## src/rtl/mem_access.sv

```systemverilog
// M-stage data-memory access unit: decodes loads/stores, runs a single-outstanding
// request/response handshake on the data bus and returns the extended load result.
module mem_access (
  input  logic        clk,
  input  logic        rst,
  input  logic        flushM,
  input  logic        stall_allM,
  input  logic [31:0] instrM,
  input  logic [31:0] alu_outM,
  input  logic [31:0] rt_valueM,
  output logic        data_req,
  output logic        data_wr,
  output logic [1:0]  data_size,
  output logic [31:0] data_addr,
  output logic [31:0] data_wdata,
  input  logic        data_addr_ok,
  input  logic        data_data_ok,
  input  logic [31:0] data_rdata,
  output logic        stall_req,
  output logic [31:0] mem_rdataM,
  output logic        addr_err_lM,
  output logic        addr_err_sM,
  output logic [31:0] badvaddrM,
  output logic [1:0]  state_dbg_o
);

  localparam logic [1:0] IDLE      = 2'd0;
  localparam logic [1:0] WAIT_ADDR = 2'd1;
  localparam logic [1:0] WAIT_DATA = 2'd2;
  localparam logic [1:0] DONE      = 2'd3;

  // Bus handshake: a request is accepted in the cycle data_req && data_addr_ok;
  // exactly one data_data_ok (in WAIT_DATA) then completes that transaction.
  logic [1:0]  state_q, state_d;
  logic        drop_q, drop_d;
  logic [31:0] addr_q, wdata_q, rdata_q;
  logic [1:0]  size_q;
  logic        wr_q, sign_q;

  logic [5:0]  op;
  logic        is_load, is_store, misalign, issue, load_done;
  logic [1:0]  op_size;
  logic [31:0] wdata_fmt, ld_ext;
  logic [7:0]  byte_v;
  logic [15:0] half_v;

  assign op = instrM[31:26];

  always_comb begin
    is_load  = 1'b0;
    is_store = 1'b0;
    op_size  = 2'd2;
    case (op)
      6'h20, 6'h24: begin is_load  = 1'b1; op_size = 2'd0; end
      6'h21, 6'h25: begin is_load  = 1'b1; op_size = 2'd1; end
      6'h23:        begin is_load  = 1'b1; op_size = 2'd2; end
      6'h28:        begin is_store = 1'b1; op_size = 2'd0; end
      6'h29:        begin is_store = 1'b1; op_size = 2'd1; end
      6'h2B:        begin is_store = 1'b1; op_size = 2'd2; end
      default:      ;
    endcase
  end

  assign misalign    = ((op_size == 2'd1) && alu_outM[0]) ||
                       ((op_size == 2'd2) && (alu_outM[1:0] != 2'b00));
  assign addr_err_lM = is_load && misalign;
  assign addr_err_sM = is_store && misalign;
  assign badvaddrM   = (addr_err_lM || addr_err_sM) ? alu_outM : 32'h0;

  // rst gates issue so data_req drops in the very cycle reset is applied.
  assign issue = !rst && (state_q == IDLE) && (is_load || is_store) && !misalign && !flushM;

  always_comb begin
    case (op_size)
      2'd0:    wdata_fmt = {4{rt_valueM[7:0]}};
      2'd1:    wdata_fmt = {2{rt_valueM[15:0]}};
      default: wdata_fmt = rt_valueM;
    endcase
  end

  assign data_req   = issue || (state_q == WAIT_ADDR);
  assign data_addr  = (state_q == IDLE) ? alu_outM   : addr_q;
  assign data_wr    = (state_q == IDLE) ? is_store   : wr_q;
  assign data_size  = (state_q == IDLE) ? op_size    : size_q;
  assign data_wdata = (state_q == IDLE) ? wdata_fmt  : wdata_q;
  assign stall_req  = issue || (state_q == WAIT_ADDR) || (state_q == WAIT_DATA);
  assign mem_rdataM  = rdata_q;
  assign state_dbg_o = state_q;

  always_comb begin
    case (addr_q[1:0])
      2'd0:    byte_v = data_rdata[7:0];
      2'd1:    byte_v = data_rdata[15:8];
      2'd2:    byte_v = data_rdata[23:16];
      default: byte_v = data_rdata[31:24];
    endcase
    half_v = addr_q[1] ? data_rdata[31:16] : data_rdata[15:0];
    case (size_q)
      2'd0:    ld_ext = {{24{sign_q & byte_v[7]}}, byte_v};
      2'd1:    ld_ext = {{16{sign_q & half_v[15]}}, half_v};
      default: ld_ext = data_rdata;
    endcase
  end

  // A flush seen at any point of the transaction (even alongside data_ok) drops it.
  assign load_done = (state_q == WAIT_DATA) && data_data_ok && !drop_q && !flushM;

  always_comb begin
    state_d = state_q;
    drop_d  = drop_q;
    case (state_q)
      IDLE: begin
        drop_d = 1'b0;
        if (issue) state_d = data_addr_ok ? WAIT_DATA : WAIT_ADDR;
      end
      WAIT_ADDR: begin
        if (flushM) drop_d = 1'b1;
        if (data_addr_ok) state_d = WAIT_DATA;
      end
      WAIT_DATA: begin
        if (flushM) drop_d = 1'b1;
        if (data_data_ok) begin
          state_d = (drop_q || flushM) ? IDLE : DONE;
          drop_d  = 1'b0;
        end
      end
      default: begin
        if (!stall_allM) state_d = IDLE;
      end
    endcase
  end

  always_ff @(posedge clk or posedge rst) begin
    if (rst) begin
      state_q <= IDLE;
      drop_q  <= 1'b0;
      addr_q  <= 32'h0;
      wdata_q <= 32'h0;
      size_q  <= 2'd0;
      wr_q    <= 1'b0;
      sign_q  <= 1'b0;
      rdata_q <= 32'h0;
    end else begin
      state_q <= state_d;
      drop_q  <= drop_d;
      if (issue) begin
        addr_q  <= alu_outM;
        wdata_q <= wdata_fmt;
        size_q  <= op_size;
        wr_q    <= is_store;
        sign_q  <= ~op[2];
      end
      if (load_done) rdata_q <= wr_q ? 32'h0 : ld_ext;
    end
  end

endmodule
```

## config.mk

```make
export PLATFORM = sky130hd
export DESIGN_NAME = mem_access
export DESIGN_NICKNAME = d
export VERILOG_FILES = /design/src/rtl/mem_access.sv
export SDC_FILE = /design/constraint.sdc
export NUM_CORES = 1
export LEC_CHECK = 0
export ABC_AREA = 1
export BUFFER_PORTS_ARGS = -buffer_cell sky130_fd_sc_hd__buf_2
export CAP_MARGIN = 20
export CORE_AREA = 2 2 139 107
export CTS_BUF_LIST = sky130_fd_sc_hd__clkbuf_8
export DETAILED_ROUTE_END_ITERATION = 16
export DIE_AREA = 0 0 141 109
export GPL_TIMING_DRIVEN = 1
export MAX_ROUTING_LAYER = met4
export PLACE_DENSITY = 0.87
export SYNTH_ARGS = -nofsm -noshare
export SYNTH_HDL_FRONTEND = slang
export SYNTH_SLANG_ARGS = --single-unit
```

## constraint.sdc

```tcl
create_clock -name clk -period 4.24 [get_ports clk]
set_clock_uncertainty 0.2 [all_clocks]
set_input_delay 0.636 -clock clk [delete_from_list [all_inputs] [get_ports clk]]
set_output_delay 0.636 -clock clk [all_outputs]
set_load 0.01 [all_outputs]
```

==> summary.txt <==
Power
  • Pwr dens: 575 mW/mm^2
  • Sw Share: 0.448
  • Clock power share: 0.133
  • Sw Pwr: 0.00198 W
  • Internal cell power: ~0.0024 W
  • Logic pwr share: 0.515
  • Max IR drop VDD: between 0.3 and 0.4 mV
  • LEAKAGE: between 4 and 5 nW
  • Share of power burned in registers: 0.353

Die
  • I/O Pins: about 270
  • DIE AREA: 0.0154 sq mm
  • Row cnt: 38
  • Die Y: 109 microns
  • Starting Density: 0.440
  • Die Width: around 140 microns
  • Core ar.: 0.0141 sq mm

Clocking
  • Clock-pin slew on the worst setup and hold paths: between 100 and 150 ps
  • Clk Latency, worst-skew pair: about 370 ps
  • Num CTS Buffers: 9
  • TritonCTS Sinks: slightly above 100
  • CTS root buf: clkbuf_8
  • Post-cts resize count: 0
  • CTS tree: done
  • Hold-fix buffers, CTS: 0
  • Post-CTS setup buffers: 0
  • CTS HTree Levels: 3
  • Clock Path Buffers: 2

Routing
  • Routed WL: ~18,000 microns
  • ANT nets after route: 0
  • Iter 0 DRT Violations: 426
  • Drc violations: 0
  • Routed wire per std cell: between 10 and 15 microns
  • Vias: about 6,500
  • Drt pass-1 iters: 5
  • Number of vias per cell: 4.97

Synthesis
  • Synth Flop Type: dfrtp_1
  • Synthesized flop and latch total: 103
  • Top cell type's share of synthesized area: 0.415
  • EDFF count, synth: 0
  • Register area share after synthesis: 0.415
  • Async set-reset flop share out of synthesis: 1.00
  • Yosys cell types: 30
  • Most numerous cell in the Yosys netlist: nand2_1
  • Post-synth top cells: 360 x nand2_1, 114 x inv_1, 103 x dfrtp_1
  • Mapped Area: 0.00621 sq mm
  • Synth area leader: dfrtp_1
  • Synthesis Warnings: 0
  • Post-Syn Area per Cell: about 6.8 sq um
  • Top cells by area, synth: dfrtp_1 41%, nand2_1 22%, o21ai_0 7.2%
  • Syn_nets: roughly 1,100
  • Syn Inst Count: around 900

Setup path
  • Crit path max-delay family: simple AND/OR/NAND/NOR gates
  • CP bufs+invs: 3
  • Crit path cell chain: inv_1, ha_4, nand3_2, nor2_4, inv_2, nand3_1, buf_2
  • CP startpoint kind: flop
  • Setup crit end kind: output pin
  • Crit path arrival time: between 2000 and 3000 ps
  • WP data required: about 3400 ps
  • Critical Path Max Stage Delay: approximately 550 ps
  • Critical setup path kind: reg -> out
  • Crit-path max FO: 64
  • CP max stage cell: ha_4

Placed design
  • Routability cong.: 0.936
  • DP Worst Slack: 742 ps
  • PortBufs: 244
  • HPWL after DPL: 13,000 microns

STA
  • Endpoints failing hold: 0
  • Minimum clock period: roughly 3500 ps
  • RSZ-0062 raised after global routing: false
  • Max Freq: 283 MHz
  • Slew @ Worst Pin: a little under 800 ps
  • Final WS setup: 707 ps
  • Period utilisation layout: 0.833
  • Final setup violation count: 0
  • Setup TNS: 0 ps
  • Slew HR: 0.475
  • Slew Limit Fails: 0

GRT
  • Total global-route track usage: 0.232
  • Largest net degree at the start of global routing: 82
  • Antenna violations before repair: 0
  • First-pass GRT wire length: 27,900 microns
  • Gr ovfl total: 0
  • Vias in the first global route: 5,870

Cells and area
  • Syn-to-layout area delta: 23.4%
  • Share of layout cells above drive strength 1: 0.268
  • # nets final: 1,269
  • # diodes: 0

Outcome
  • Status: finished clean

Worst hold path
  • Hold WC Path Type: in -> async

Job
  • Max Cap Viol: 0
-- sequential cells by signal, indices dropped and copies added, names as in the netlist --
| register | cells |
|---|---|
| size_q | 2 |
| drop_q | 1 |
| wr_q | 1 |
| sign_q | 1 |
| mem_rdataM | 32 |
| addr_q | 32 |
| state_dbg_o | 2 |
| wdata_q | 32 |
-- cell type report --
class                           instances  area, sq um
Multi-Input combinational cell        646         2940
Sequential cell                       103         2580
Fill cell                            1342         6450
Timing Repair Buffer                  251         1290
Clock buffer                           10          138
Tap cell                              180          225
Inverter                              119          449
Clock inverter                          6         43.8
-- per-layer routing --
metal  vias up  routed length, microns  global-route usage
li1       3268                       -                   -
met1      2960                    7530               0.298
met2       277                    8240               0.374
met3        31                    1400              0.0509
met4         0                     369              0.0721
met5         -                       0                   -
-- cell families (layout without fill, tap and decap cells) --
family	after synthesis	count (layout)	synth area share
simple gates	457	457	0.291
fa+ha+maj	5	5	0.0101
buf+inv	170	386	0.114
flops	103	103	0.415
compound gates	184	184	0.170
-- through the flow --
stage	power (W)	utilization	cell area (sq um)	hold slack [ps]	instances
detailed placement	0.00384	0.528	7460	261	1298
global placement	0.00379	0.528	7460	257	1298
global route	0.00479	0.543	7670	72.2	1315
finish	0.00441	0.543	7670	62.0	1315
floorplan	0.00300	-	6210	249	919
CTS	0.00444	0.541	7640	276	1314
-- worst paths after layout --
path | cells past startpoint | from | slack, ps | to
max | 7 | state_dbg_o[0] | 710 | stall_req
min | 2 | rst | 60 | wdata_q[12]
max reg2reg | 6 | state_dbg_o[0] | 1280 | wdata_q[23]
min reg2reg | 2 | mem_rdataM[8] | 280 | mem_rdataM[8]
max in group asynchronous | 3 | rst | 3110 | mem_rdataM[14]
min in group clk | 2 | mem_rdataM[8] | 280 | mem_rdataM[8]
-- layout by cell type, fill, tap and decap left out, types with 13 or more instances in the layout --
master | netlist | layout
nand2_2 | 13 | 13
buf_2 | 13 | 244
inv_1 | 114 | 114
nand2_1 | 360 | 360
o211ai_1 | 16 | 16
nor2_1 | 68 | 68
o21ai_0 | 89 | 89
o21ai_1 | 27 | 27
a21oi_1 | 28 | 28
dfrtp_1 | 103 | 103
-- power by group through the flow --
| stage | registers [W] | clock network (W) | logic [W] |
|---|---|---|---|
| 2_1_floorplan | 0.00158 | 0 | 0.00142 |
| 3_3_place_gp | 0.00156 | 0 | 0.00223 |
| 3_5_place_dp | 0.00157 | 0 | 0.00226 |
| 4_1_cts | 0.00155 | 0.000610 | 0.00228 |
| 5_1_grt | 0.00160 | 0.000649 | 0.00255 |
| 6_report | 0.00155 | 0.000584 | 0.00227 |
(Power assumes the default switching activity.)
